===== config.mk =====
export PLATFORM = sky130hd
export DESIGN_NAME = hazard_scoreboard
export DESIGN_NICKNAME = d
export VERILOG_FILES = /design/src/rtl/hazard_scoreboard.sv
export SDC_FILE = /design/constraint.sdc
export NUM_CORES = 1
export LEC_CHECK = 0
export BUFFER_PORTS_ARGS = -buffer_cell sky130_fd_sc_hd__buf_2
export CORE_MARGIN = 5
export CORE_UTILIZATION = 58
export DETAILED_ROUTE_END_ITERATION = 6
export PLACE_DENSITY = 0.84
export SYNTH_ARGS = -nofsm -noshare
export SYNTH_HDL_FRONTEND = slang
export SYNTH_SLANG_ARGS = --single-unit

===== constraint.sdc =====
create_clock -name clk -period 3 [get_ports clk]
set_clock_uncertainty 0.2 [all_clocks]
set_input_delay 0 -clock clk [delete_from_list [all_inputs] [get_ports clk]]
set_output_delay 0 -clock clk [all_outputs]
set_load 0.005 [all_outputs]

===== src/rtl/hazard_scoreboard.sv =====
// Pipelines register indices and write/branch controls through E, M and W,
// producing the forwarding compares, the load-use compare and a stall counter.
module hazard_scoreboard #(
   parameter int REGW = 4,
   parameter int CNTW = 16
) (
   input  logic            clk,
   input  logic            reset,
   input  logic [REGW-1:0] RA1D,
   input  logic [REGW-1:0] RA2D,
   input  logic [REGW-1:0] RA3D,
   input  logic [REGW-1:0] RA0D,
   input  logic            UseAD,
   input  logic            UseBD,
   input  logic            UseCD,
   input  logic            UseDD,
   input  logic [REGW-1:0] WA3D,
   input  logic [REGW-1:0] WA2D,
   input  logic            RegWriteD,
   input  logic            RegWrite2D,
   input  logic            MemToRegD,
   input  logic            PCSrcD,
   input  logic            CondExE,
   input  logic            FlushE,
   output logic            Match_1E_M,
   output logic            Match_1E_W,
   output logic            Match_1E_M0,
   output logic            Match_1E_W0,
   output logic            Match_2E_M,
   output logic            Match_2E_W,
   output logic            Match_2E_M0,
   output logic            Match_2E_W0,
   output logic            Match_3E_M,
   output logic            Match_3E_W,
   output logic            Match_3E_M0,
   output logic            Match_3E_W0,
   output logic            Match_0E_M,
   output logic            Match_0E_W,
   output logic            Match_0E_M0,
   output logic            Match_0E_W0,
   output logic            Match_12D_E,
   output logic            RegWriteM,
   output logic            RegWriteW,
   output logic            RegWrite2M,
   output logic            RegWrite2W,
   output logic            MemToRegE,
   output logic            PCSrcE,
   output logic            PCSrcM,
   output logic            PCSrcW,
   output logic [CNTW-1:0] LoadStallCnt
);

   localparam logic [REGW-1:0] PC_IDX = '1;

   // Operand slots are ordered 3=C, 2=B, 1=A, 0=D to follow the RAk numbering.
   logic [3:0][REGW-1:0] ra_e_q, ra_e_d;
   logic [3:0]           use_e_q, use_e_d;
   logic [REGW-1:0]      wa3_e_q, wa3_e_d, wa2_e_q, wa2_e_d;
   logic                 rw_e_q, rw_e_d, rw2_e_q, rw2_e_d;
   logic                 mtr_e_q, mtr_e_d, pcs_e_q, pcs_e_d;

   logic [REGW-1:0]      wa3_m_q, wa2_m_q, wa3_w_q, wa2_w_q;
   logic                 rw_m_q, rw2_m_q, pcs_m_q;
   logic                 rw_w_q, rw2_w_q, pcs_w_q;
   logic [CNTW-1:0]      cnt_q, cnt_d;

   logic [3:0]           m_m, m_w, m_m0, m_w0;
   logic                 load_use;

   always_comb begin
      ra_e_d  = {RA3D, RA2D, RA1D, RA0D};
      use_e_d = {UseCD, UseBD, UseAD, UseDD};
      wa3_e_d = WA3D;
      wa2_e_d = WA2D;
      rw_e_d  = RegWriteD;
      rw2_e_d = RegWrite2D;
      mtr_e_d = MemToRegD;
      pcs_e_d = PCSrcD;
      if (FlushE) begin
         ra_e_d  = '0;
         use_e_d = '0;
         wa3_e_d = '0;
         wa2_e_d = '0;
         rw_e_d  = 1'b0;
         rw2_e_d = 1'b0;
         mtr_e_d = 1'b0;
         pcs_e_d = 1'b0;
      end
   end

   assign load_use = ((UseAD && (RA1D == wa3_e_q) && (RA1D != PC_IDX)) ||
                      (UseBD && (RA2D == wa3_e_q) && (RA2D != PC_IDX))) && rw_e_q;

   always_comb begin
      cnt_d = cnt_q;
      if (load_use && mtr_e_q && (cnt_q != '1)) begin
         cnt_d = cnt_q + CNTW'(1);
      end
   end

   always_ff @(posedge clk or negedge reset) begin
      if (!reset) begin
         ra_e_q  <= '0;
         use_e_q <= '0;
         wa3_e_q <= '0;
         wa2_e_q <= '0;
         rw_e_q  <= 1'b0;
         rw2_e_q <= 1'b0;
         mtr_e_q <= 1'b0;
         pcs_e_q <= 1'b0;
         wa3_m_q <= '0;
         wa2_m_q <= '0;
         rw_m_q  <= 1'b0;
         rw2_m_q <= 1'b0;
         pcs_m_q <= 1'b0;
         wa3_w_q <= '0;
         wa2_w_q <= '0;
         rw_w_q  <= 1'b0;
         rw2_w_q <= 1'b0;
         pcs_w_q <= 1'b0;
         cnt_q   <= '0;
      end else begin
         ra_e_q  <= ra_e_d;
         use_e_q <= use_e_d;
         wa3_e_q <= wa3_e_d;
         wa2_e_q <= wa2_e_d;
         rw_e_q  <= rw_e_d;
         rw2_e_q <= rw2_e_d;
         mtr_e_q <= mtr_e_d;
         pcs_e_q <= pcs_e_d;
         // A failed condition cancels the writes and branch as E retires.
         wa3_m_q <= wa3_e_q;
         wa2_m_q <= wa2_e_q;
         rw_m_q  <= rw_e_q & CondExE;
         rw2_m_q <= rw2_e_q & CondExE;
         pcs_m_q <= pcs_e_q & CondExE;
         wa3_w_q <= wa3_m_q;
         wa2_w_q <= wa2_m_q;
         rw_w_q  <= rw_m_q;
         rw2_w_q <= rw2_m_q;
         pcs_w_q <= pcs_m_q;
         cnt_q   <= cnt_d;
      end
   end

   generate
      for (genvar gi = 0; gi < 4; gi++) begin : g_match
         logic valid;
         assign valid     = use_e_q[gi] && (ra_e_q[gi] != PC_IDX);
         assign m_m[gi]   = valid && (ra_e_q[gi] == wa3_m_q);
         assign m_w[gi]   = valid && (ra_e_q[gi] == wa3_w_q);
         assign m_m0[gi]  = valid && (ra_e_q[gi] == wa2_m_q);
         assign m_w0[gi]  = valid && (ra_e_q[gi] == wa2_w_q);
      end
   endgenerate

   assign Match_1E_M  = m_m[1];
   assign Match_1E_W  = m_w[1];
   assign Match_1E_M0 = m_m0[1];
   assign Match_1E_W0 = m_w0[1];
   assign Match_2E_M  = m_m[2];
   assign Match_2E_W  = m_w[2];
   assign Match_2E_M0 = m_m0[2];
   assign Match_2E_W0 = m_w0[2];
   assign Match_3E_M  = m_m[3];
   assign Match_3E_W  = m_w[3];
   assign Match_3E_M0 = m_m0[3];
   assign Match_3E_W0 = m_w0[3];
   assign Match_0E_M  = m_m[0];
   assign Match_0E_W  = m_w[0];
   assign Match_0E_M0 = m_m0[0];
   assign Match_0E_W0 = m_w0[0];

   assign Match_12D_E  = load_use;
   assign RegWriteM    = rw_m_q;
   assign RegWriteW    = rw_w_q;
   assign RegWrite2M   = rw2_m_q;
   assign RegWrite2W   = rw2_w_q;
   assign MemToRegE    = mtr_e_q;
   assign PCSrcE       = pcs_e_q;
   assign PCSrcM       = pcs_m_q;
   assign PCSrcW       = pcs_w_q;
   assign LoadStallCnt = cnt_q;

endmodule


---- Word level (Yosys, flattened, before mapping) ----
Index checks and enable logic that the tools add are counted.
word-level totals
  register bits ........................... 70
  bits in latches ......................... 0
  RAM bits ................................ 0
  ROM bits ................................ 0
  bits of input ports ..................... 36
  output and inout port bits .............. 41
  word-level logic and storage cells ...... 87
  memories kept ........................... 0
operators by class
  $add $sub $neg .......................... 1
  multipliers ............................. 0
  div/mod/pow operators ................... 0
  $lt $le $gt $ge ......................... 0
  equality and inequality tests ........... 25
  shift operators ......................... 0
  muxes and demuxes ....................... 8
  bitwise logic cells ..................... 3
  reductions and logical operators ........ 28
operators with widths
  kind                                                              count
  4-bit equality test                                               18
  1-bit logical AND                                                 27
  4-bit != test (second input constant)                             6
  16-bit by 1-bit adder with 16-bit output (second input constant)  1
  16-bit two-way mux                                                1
  16-bit != test (second input constant)                            1
  4-bit two-way mux                                                 3
  1-bit two-way mux                                                 4
  1-bit bitwise AND                                                 3
  1-bit logical OR                                                  1

---- Logic depth before layout (Yosys ltp) ----
Gate-level depths: netlist (run 1).
  depth after elaboration ................. 7
  gate-level depth with buffers ........... 6
  depth with buffers taken out ............ 6

---- Worst setup path before layout (run 1) ----
OpenSTA, ideal clock, no wires.
  path kind ............................... register to register
  start point ............................. register cnt_q[0], in the netlist LoadStallCnt[0]
  end point ............................... register cnt_q[1], in the netlist LoadStallCnt[1]
  library setup time ...................... 127 ps
  data arrival time ....................... 1639 ps
  required time ........................... 2673 ps
  path slack .............................. 1033 ps
  cell stages (with the launch flop) ...... 7
  buffers on the path ..................... 0
  period minus slack after synthesis ...... 1967 ps
  path through ............................ dfrtp_1 -> ha_1 -> nand3_1 -> nor4_4 -> a21oi_2 -> nand2_2 -> mux2_1
between the ends
  longest elaborated chain between the ends .. 2
  elaborated cells on any way between the ends .. 3
  those cells by class .................... add/sub (1); eq/ne (1); reduce/logical (1)
RTL lines
  what                                                                                              RTL line  text
  from (decl)                                                                                       65        logic [CNTW-1:0] cnt_q, cnt_d;
  from (signal assigned)                                                                            142       cnt_q <= cnt_d;
  parallel branches: the longest is 2 deep, another holds 16-bit by 1-bit adder with 16-bit output  --
Several ways; the timed one is not identified.
A chain may end at the register's enable or synchronous reset.

---- Final worst setup path (run 1) ----
  start point ............................. register wa3_e_q[1]
  end point ............................... output port Match_12D_E
between the ends
  longest elaborated chain between the ends .. 5
  elaborated cells on any way between the ends .. 8
  those cells by class .................... eq/ne (2); reduce/logical (6)
RTL lines
  what                                                       RTL line  text
  from (decl)                                                58        logic [REGW-1:0] wa3_e_q, wa3_e_d, wa2_e_q, wa2_e_d;
  from (signal assigned)                                     125       wa3_e_q <= wa3_e_d;
  4-bit equality test, on equally long branches              91, 92
  1-bit logical AND, on equally long branches (2 in series)  91, 92
  1-bit logical OR (*)                                       91        assign load_use = ((UseAD && (RA1D == wa3_e_q) && (RA1D != PC_IDX)) ||
  1-bit logical AND (*)                                      92        (UseBD && (RA2D == wa3_e_q) && (RA2D != PC_IDX))) && rw_e_q;
  to (decl)                                                  41        output logic Match_12D_E,
Every way passes the cells marked *; elsewhere a longest branch is shown, timed or not.

==> results of run 1 <==
state kept, by name, indices dropped and copies added, names as in the netlist, 4 cells and up:
signal	count
wa3_m_q	4
use_e_q	4
wa2_m_q	4
wa2_w_q	4
wa3_e_q	4
wa3_w_q	4
LoadStallCnt	16
wa2_e_q	4
ra_e_q	16
layer usage:
metal / vias up / part of all wire
met1: 1402 / 0.39
met2: 185 / 0.51
met3: 44 / 0.076
met4: 0 / 0.030
met5: - / 0
li1: 1260 / -
where the power goes:
| part | internal, mW | leakage, nW | switching [mW] |
|---|---|---|---|
| Combinational | 0.168 | 1.06 | 0.118 |
| Sequential | 0.982 | 0.922 | 0.0672 |
| Clock | 0.430 | 0.106 | 0.386 |
placed cells by master (no fill, tap or decap), types with 2 or more instances in the layout:
cell / synthesis / layout
sky130_fd_sc_hd__a21oi_1: 3 / 3
sky130_fd_sc_hd__dlygate4sd3_1: 0 / 65
sky130_fd_sc_hd__dfrtp_1: 70 / 70
sky130_fd_sc_hd__and3_1: 7 / 7
sky130_fd_sc_hd__nor2b_1: 32 / 32
sky130_fd_sc_hd__clkinv_2: 0 / 2
sky130_fd_sc_hd__nand3_1: 17 / 17
sky130_fd_sc_hd__nor2_1: 22 / 22
sky130_fd_sc_hd__nand2_1: 8 / 8
sky130_fd_sc_hd__and2_1: 6 / 6
sky130_fd_sc_hd__buf_2: 1 / 76
sky130_fd_sc_hd__xnor2_1: 85 / 85
sky130_fd_sc_hd__nand4_1: 26 / 26
sky130_fd_sc_hd__clkbuf_8: 0 / 11
per-stage QoR:
step / setup slack (ps) / cells / utilization / power [mW] / hold slack, ps
6_report: 727 / 515 / 0.823 / 2.15 / 18.3
5_1_grt: 606 / 515 / 0.823 / 2.24 / 34.9
4_1_cts: 850 / 515 / 0.823 / 2.10 / 6.23
3_5_place_dp: 897 / 434 / 0.669 / 1.27 / -254
3_3_place_gp: 989 / 434 / 0.669 / 1.26 / -258
2_1_floorplan: 1030 / 321 / - / 1.19 / -496
cell families (layout without fill, tap and decap cells):
kind of cell             count (synthesis)  in the layout  synth area share
AND/OR/NAND/NOR                        123            123             0.205
XOR/XNOR                                85             85             0.220
flip-flops                              70             70             0.517
buffers and inverters                   36            158            0.0403
AO/OA/AOI/OAI                            5              5            0.0107
adder cells (fa/ha/maj)                  1              1           0.00369
multiplexers                             1              1           0.00333
cell type report:
cell class | instances | area, sq um | share of cell area
Clock buffer | 11 | 151 | 0.0330
Multi-Input combinational cell | 215 | 1500 | 0.327
Tap cell | 72 | 90.1 | 0.0196
Sequential cell | 70 | 1750 | 0.382
Timing Repair Buffer | 142 | 1040 | 0.226
Clock inverter | 5 | 56.3 | 0.0123
worst min path at each step:
stage                      start              end  slack, ps  cells past startpoint
final                     FlushE        ra_e_q[7]         20                      2
after global routing      FlushE        ra_e_q[7]         30                      2
after CTS                 FlushE        MemToRegE          6                      2
after detailed placement   reset       wa3_e_q[2]       -250                      1
after global placement     reset       wa3_e_q[1]       -260                      1
after floorplan            reset  LoadStallCnt[0]       -500                      0
==> impl_metrics.prom, run 1 <==
# TYPE chip_impl_metric gauge
chip_impl_metric{name="cts_max_level",unit=""} 3
chip_impl_metric{name="wirelength",unit="mm"} 10.2
chip_impl_metric{name="antenna_found_initial",unit=""} 0
chip_impl_metric{name="grt_max_degree",unit=""} 54
chip_impl_info{name="most_instantiated_library_cell_after_synthesis",value="sky130_fd_sc_hd__xnor2_1"} 1
chip_impl_metric{name="max_clock_freq",unit="MHz"} 440
chip_impl_metric{name="setup-violations-final",unit=""} 0
chip_impl_info{name="end_kind",value="output pin"} 1
chip_impl_metric{name="ant_nets",unit=""} 0
chip_impl_metric{name="clock_insertion_delay_worst_skew",unit="ps"} 350
chip_impl_info{name="crit_slowest_cell",value="sky130_fd_sc_hd__o22ai_2"} 1
chip_impl_metric{name="post-route-cell-area",unit="sq um"} 4590
chip_impl_metric{name="final_layout_size_suffix_gt1_frac",unit=""} 0.221
chip_impl_metric{name="slack_of_the_worst_reg_to_reg_path",unit="ps"} 730
chip_impl_info{name="critical_path_source",value="wa3_e_q[1]"} 1
chip_impl_info{name="class_of_the_most_critical_hold_timing_path",value="in -> reg"} 1
chip_impl_metric{name="cts.sinks",unit=""} 70
chip_impl_metric{name="grt_first_pass_wirelength",unit="mm"} 16.5
chip_impl_metric{name="drv_cap",unit=""} 0
chip_impl_metric{name="dpl_cell_area",unit="sq um"} 3730
chip_impl_metric{name="drtIter0Drc",unit=""} 308
chip_impl_metric{name="route.detailed.vias_per_inst",unit=""} 5.61
chip_impl_metric{name="critical_path.max_fanout",unit=""} 16
chip_impl_metric{name="syn_nets",unit=""} 358
chip_impl_metric{name="fraction_of_synthesis_flops_using_an_asynchronous_set_or_reset_pin",unit=""} 1.00
chip_impl_metric{name="power.static_leakage",unit="nW"} 2.08
chip_impl_metric{name="area.growth.synth_to_final",unit="%"} 35.4
chip_impl_metric{name="post_layout_net_count",unit=""} 475
chip_impl_metric{name="slew_violations",unit=""} 0
chip_impl_info{name="rr_endpoint",value="LoadStallCnt[1]"} 1
chip_impl_metric{name="post-cts-setup-buffer-count",unit=""} 0
chip_impl_metric{name="timing.critical_path.required",unit="ps"} 2800
chip_impl_metric{name="reg2reg_depth",unit=""} 6
chip_impl_metric{name="remaining_drc_errors",unit=""} 0
chip_impl_info{name="synth_ff_type",value="sky130_fd_sc_hd__dfrtp_1"} 1
chip_impl_info{name="cts-root-buf",value="sky130_fd_sc_hd__clkbuf_8"} 1
chip_impl_metric{name="tightest_slew",unit="ps"} 793
chip_impl_info{name="setup_repair_after_global_routing_missed_its_margin",value="no"} 1
chip_impl_metric{name="cts_hold_buf",unit=""} 65
chip_impl_info{name="timing.rr.start",value="LoadStallCnt[0]"} 1
chip_impl_metric{name="drt_first_pass_iters",unit=""} 5
chip_impl_info{name="critical_path.cell_chain",value="xnor2_1 -> nand4_1 -> o22ai_2 -> and2_1 -> buf_2"} 1
chip_impl_metric{name="antennaDiodeCount",unit=""} 0
chip_impl_metric{name="maxSlewHeadroom",unit=""} 0.469
chip_impl_info{name="cts_tree",value="built"} 1
chip_impl_metric{name="synth-seq-area-share",unit=""} 0.517
chip_impl_metric{name="grt_use_met2",unit=""} 0.508
chip_impl_metric{name="rows",unit=""} 27
chip_impl_metric{name="arrival",unit="ps"} 2070
chip_impl_metric{name="share_of_yosys_cell_area_claimed_by_the_top_area_cell_type",unit=""} 0.517
chip_impl_metric{name="post-dp-hpwl",unit="mm"} 5.38
chip_impl_info{name="outcome",value="completed"} 1
chip_impl_metric{name="grtUsageMet1",unit=""} 0.348
chip_impl_metric{name="start_util",unit=""} 0.607
chip_impl_metric{name="use_met3",unit=""} 0.0599
chip_impl_metric{name="grt.total_usage",unit=""} 0.287
chip_impl_info{name="setup.worst_path.start_class",value="flip-flop"} 1
chip_impl_metric{name="cts_made_buffers",unit=""} 9
chip_impl_info{name="crit_family",value="compound AO/OA/AOI/OAI gates"} 1
chip_impl_metric{name="final.period_utilization",unit=""} 0.758
chip_impl_metric{name="cpPeakStageDelay",unit="ps"} 610
chip_impl_info{name="grt-busiest-layer",value="met2"} 1
chip_impl_metric{name="core",unit="sq um"} 5570
chip_impl_metric{name="fillers",unit=""} 290
chip_impl_metric{name="synth.ff_latch_count",unit=""} 70
chip_impl_metric{name="die_w",unit="um"} 86.4
chip_impl_metric{name="count_of_pins_on_the_block_boundary",unit=""} 77
chip_impl_metric{name="vdd_drop_max",unit="mV"} 0.373
chip_impl_metric{name="chipHeight",unit="um"} 86.4
chip_impl_metric{name="post_drt_wl_per_cell",unit="um"} 19.8
chip_impl_metric{name="overflow",unit=""} 0
chip_impl_metric{name="first_global_vias",unit=""} 3136
chip_impl_info{name="synthTopCellsByCount",value="85 x sky130_fd_sc_hd__xnor2_1, 70 x sky130_fd_sc_hd__dfrtp_1, 32 x sky130_fd_sc_hd__clkbuf_1, 32 x sky130_fd_sc_hd__nor2b_1, 26 x sky130_fd_sc_hd__nand4_1"} 1
chip_impl_metric{name="synth_area",unit="sq um"} 3390
chip_impl_metric{name="post_synth_num_cell_types",unit=""} 22
chip_impl_info{name="yosys.area.top_type",value="sky130_fd_sc_hd__dfrtp_1"} 1
chip_impl_metric{name="synthesis.area_per_instance",unit="sq um"} 10.5
chip_impl_metric{name="timing.setup.tns",unit="ps"} 0
chip_impl_info{name="worstSetupEndpoint",value="Match_12D_E"} 1
chip_impl_metric{name="vias",unit=""} 2891
chip_impl_metric{name="cts.clk_slew.worst_paths",unit="ps"} 80
chip_impl_metric{name="globalplace.congestion",unit=""} 0.825
chip_impl_metric{name="synth_enable_flop_cells",unit=""} 0
chip_impl_metric{name="worst_case_clock_buffer_depth",unit=""} 2
chip_impl_metric{name="critical_path.n_buffers_inverters",unit=""} 1
chip_impl_info{name="worstSetupPathType",value="reg -> out"} 1
chip_impl_metric{name="cts-resized-gates",unit=""} 0
chip_impl_metric{name="synthesis.yosys.warnings",unit=""} 0
chip_impl_metric{name="finalHoldViolations",unit=""} 0
chip_impl_metric{name="die-area",unit="sq um"} 7470
chip_impl_metric{name="cp_num_cells",unit=""} 5
chip_impl_info{name="synth.top_cells.by_area",value="sky130_fd_sc_hd__dfrtp_1 52%, sky130_fd_sc_hd__xnor2_1 22%, sky130_fd_sc_hd__nor2b_1 5.9%"} 1
chip_impl_metric{name="final_period_minus_worst_setup_slack",unit="ps"} 2270
chip_impl_metric{name="netlist_instances",unit=""} 321
chip_impl_metric{name="power.density",unit="nW/um^2"} 469
chip_impl_metric{name="io_buffer_count",unit=""} 76
Note: power is estimated with default switching activity, not from simulation.
==> run 2, diff against run 1 <==
--- a/config.mk
+++ b/config.mk
@@ -7,9 +7,9 @@
 export LEC_CHECK = 0
 export BUFFER_PORTS_ARGS = -buffer_cell sky130_fd_sc_hd__buf_2
 export CORE_MARGIN = 5
-export CORE_UTILIZATION = 58
+export CORE_UTILIZATION = 54
 export DETAILED_ROUTE_END_ITERATION = 6
-export PLACE_DENSITY = 0.84
+export PLACE_DENSITY = 0.79
 export SYNTH_ARGS = -nofsm -noshare
 export SYNTH_HDL_FRONTEND = slang
 export SYNTH_SLANG_ARGS = --single-unit
==> constraint.sdc (replaced) <==
create_clock -name clk -period 2.3 [get_ports clk]
set_clock_uncertainty 0.2 [all_clocks]
set_input_delay 0 -clock clk [delete_from_list [all_inputs] [get_ports clk]]
set_output_delay 0 -clock clk [all_outputs]
set_load 0.005 [all_outputs]
==> run 2 against run 1 <==
Flip-flop and latch count unchanged; routed wire length down 19%; total power up 25%; clock power up 18%; largest cell class unchanged; largest power group unchanged; cell count up 0.97%.
==> impl_metrics.prom, run 2 (synthesis results as in run 1) <==
# TYPE chip_impl_metric gauge
chip_impl_info{name="outcome",value="completed"} 1
chip_impl_info{name="setup_repair_after_global_routing_missed_its_margin",value="no"} 1
chip_impl_metric{name="cts_max_level",unit=""} 3
chip_impl_metric{name="clock_insertion_delay_worst_skew",unit="ps"} 330
chip_impl_metric{name="fin_cells",unit=""} 520
chip_impl_metric{name="cts.clk_slew.worst_paths",unit="ps"} 80
chip_impl_metric{name="die_w",unit="um"} 89.2
chip_impl_metric{name="final.period_utilization",unit=""} 0.909
chip_impl_info{name="cts_tree",value="built"} 1
chip_impl_metric{name="cts.sinks",unit=""} 70
chip_impl_metric{name="power.density",unit="nW/um^2"} 584
chip_impl_metric{name="remaining_drc_errors",unit=""} 0
chip_impl_metric{name="power.static_leakage",unit="nW"} 2.10
chip_impl_metric{name="reg2reg_depth",unit=""} 6
chip_impl_info{name="crit_slowest_cell",value="sky130_fd_sc_hd__dfrtp_1"} 1
chip_impl_metric{name="drv_cap",unit=""} 0
chip_impl_metric{name="holdWs",unit="ps"} 36.6
chip_impl_metric{name="slack_of_the_worst_reg_to_reg_path",unit="ps"} 210
chip_impl_metric{name="multiInputGateArea",unit="sq um"} 1500
chip_impl_metric{name="final_layout_size_suffix_gt1_frac",unit=""} 0.220
chip_impl_metric{name="critical_path.max_fanout",unit=""} 5
chip_impl_metric{name="antennaDiodeCount",unit=""} 0
chip_impl_metric{name="drt_first_pass_iters",unit=""} 4
chip_impl_metric{name="worst_case_clock_buffer_depth",unit=""} 2
chip_impl_metric{name="setup-violations-final",unit=""} 0
chip_impl_info{name="cts-root-buf",value="sky130_fd_sc_hd__clkbuf_8"} 1
chip_impl_metric{name="maxSlewHeadroom",unit=""} 0.560
chip_impl_metric{name="post-route-cell-area",unit="sq um"} 4610
chip_impl_metric{name="utilization",unit=""} 0.765
chip_impl_info{name="timing.rr.start",value="LoadStallCnt[0]"} 1
chip_impl_metric{name="total_power",unit="mW"} 2.69
chip_impl_metric{name="post_drt_wl_per_cell",unit="um"} 15.8
chip_impl_info{name="class_of_the_most_critical_hold_timing_path",value="in -> async"} 1
chip_impl_metric{name="die-area",unit="sq um"} 7950
chip_impl_info{name="worstSetupPathType",value="reg -> reg"} 1
chip_impl_metric{name="max_clock_freq",unit="MHz"} 479
chip_impl_metric{name="tightest_slew",unit="ps"} 660
chip_impl_metric{name="preCtsSetupSlack",unit="ps"} 254
chip_impl_info{name="end_kind",value="flip-flop"} 1
chip_impl_info{name="crit_family",value="simple AND/OR/NAND/NOR gates"} 1
chip_impl_metric{name="place_inst",unit=""} 439
chip_impl_metric{name="grt_first_pass_wirelength",unit="mm"} 13.4
chip_impl_metric{name="post_layout_net_count",unit=""} 478
chip_impl_metric{name="ant_nets",unit=""} 0
chip_impl_metric{name="dpl_cell_area",unit="sq um"} 3760
chip_impl_metric{name="drtIter0Drc",unit=""} 118
chip_impl_info{name="layout_commonest_cell",value="sky130_fd_sc_hd__xnor2_1"} 1
chip_impl_metric{name="grt.total_usage",unit=""} 0.223
chip_impl_metric{name="fillers",unit=""} 373
chip_impl_metric{name="io_buffer_count",unit=""} 76
chip_impl_metric{name="rows",unit=""} 28
chip_impl_metric{name="finalHoldViolations",unit=""} 0
chip_impl_metric{name="route.detailed.vias_per_inst",unit=""} 5.12
chip_impl_metric{name="timing.setup.tns",unit="ps"} 0
chip_impl_info{name="commonest_cells_after_routing_fill_and_taps_aside",value="85 x sky130_fd_sc_hd__xnor2_1, 76 x sky130_fd_sc_hd__buf_2, 70 x sky130_fd_sc_hd__dfrtp_1"} 1
chip_impl_metric{name="final.setup.worst_slack",unit="ps"} 210
chip_impl_metric{name="post-dp-hpwl",unit="mm"} 5.21
chip_impl_metric{name="cp_num_cells",unit=""} 6
chip_impl_metric{name="cts_made_buffers",unit=""} 9
chip_impl_metric{name="vias",unit=""} 2663
chip_impl_metric{name="arrival",unit="ps"} 2110
chip_impl_metric{name="overflow",unit=""} 0
chip_impl_metric{name="antenna_found_initial",unit=""} 0
chip_impl_metric{name="chipHeight",unit="um"} 89.2
chip_impl_metric{name="vdd_drop_max",unit="mV"} 0.443
chip_impl_metric{name="area.growth.synth_to_final",unit="%"} 36.1
chip_impl_metric{name="first_global_vias",unit=""} 2861
chip_impl_metric{name="start_util",unit=""} 0.562
chip_impl_metric{name="wirelength",unit="mm"} 8.23
chip_impl_info{name="setup.worst_path.start_class",value="flip-flop"} 1
chip_impl_info{name="critical_path.cell_chain",value="ha_1 -> nand3_1 -> nor4_4 -> a21oi_2 -> nand2_2 -> mux2_1"} 1
chip_impl_metric{name="count_of_pins_on_the_block_boundary",unit=""} 77
chip_impl_metric{name="globalplace.congestion",unit=""} 0.840
chip_impl_info{name="rr_endpoint",value="LoadStallCnt[1]"} 1
chip_impl_metric{name="cts-resized-gates",unit=""} 0
chip_impl_metric{name="grt_max_degree",unit=""} 44
chip_impl_metric{name="core",unit="sq um"} 6030
chip_impl_metric{name="final_period_minus_worst_setup_slack",unit="ps"} 2090
chip_impl_metric{name="cpPeakStageDelay",unit="ps"} 440
chip_impl_metric{name="critical_path.n_buffers_inverters",unit=""} 0
chip_impl_metric{name="layout.area.seq",unit="sq um"} 1750
chip_impl_metric{name="timing.critical_path.required",unit="ps"} 2320
chip_impl_metric{name="slew_violations",unit=""} 0
## run 2: how the worst max path moves through the flow
stage / startpoint / slack, ps / end
6_report: LoadStallCnt[0] / 210 / LoadStallCnt[1]
2_1_floorplan: LoadStallCnt[0] / 330 / LoadStallCnt[1]
3_5_place_dp: LoadStallCnt[0] / 250 / LoadStallCnt[1]
4_1_cts: LoadStallCnt[0] / 250 / LoadStallCnt[1]
5_1_grt: LoadStallCnt[0] / 100 / LoadStallCnt[1]
3_3_place_gp: LoadStallCnt[0] / 340 / LoadStallCnt[1]
## run 2: report_power, final
group | total, mW | switching (mW) | internal, mW
combinational | 0.367 | 0.142 | 0.224
clock | 0.962 | 0.441 | 0.521
sequential | 1.36 | 0.0821 | 1.28
## run 2: per-layer routing
layer / global-route usage / share of wire
met3: 0.0488 / 0.063
met5: 0 / 0
met4: 0.0744 / 0.013
met2: 0.381 / 0.51
met1: 0.282 / 0.41
## run 2: cell type report
cell class | instances | share of cell area
tap | 75 | 0.0204
clock buffer | 11 | 0.0307
timing repair buffer | 145 | 0.234
multi-input combinational | 215 | 0.325
clock inverter | 4 | 0.0103
sequential | 70 | 0.380
## run 2: worst reg2reg max path, cell delays in order, from the launching register on
cell	delay [ps]
sky130_fd_sc_hd__dfrtp_1	440
sky130_fd_sc_hd__ha_1	220
sky130_fd_sc_hd__nand3_1	180
sky130_fd_sc_hd__nor4_4	400
sky130_fd_sc_hd__a21oi_2	120
sky130_fd_sc_hd__nand2_2	100
sky130_fd_sc_hd__mux2_1	320
## run 2: what timing repair did
| item | 4_1_cts | 5_1_grt |
|---|---|---|
| hold buffers | 66 | 0 |
| setup endpoints to repair | 0 | 0 |
| setup buffers | 0 | 0 |
| hold endpoints to repair | 105 | 0 |
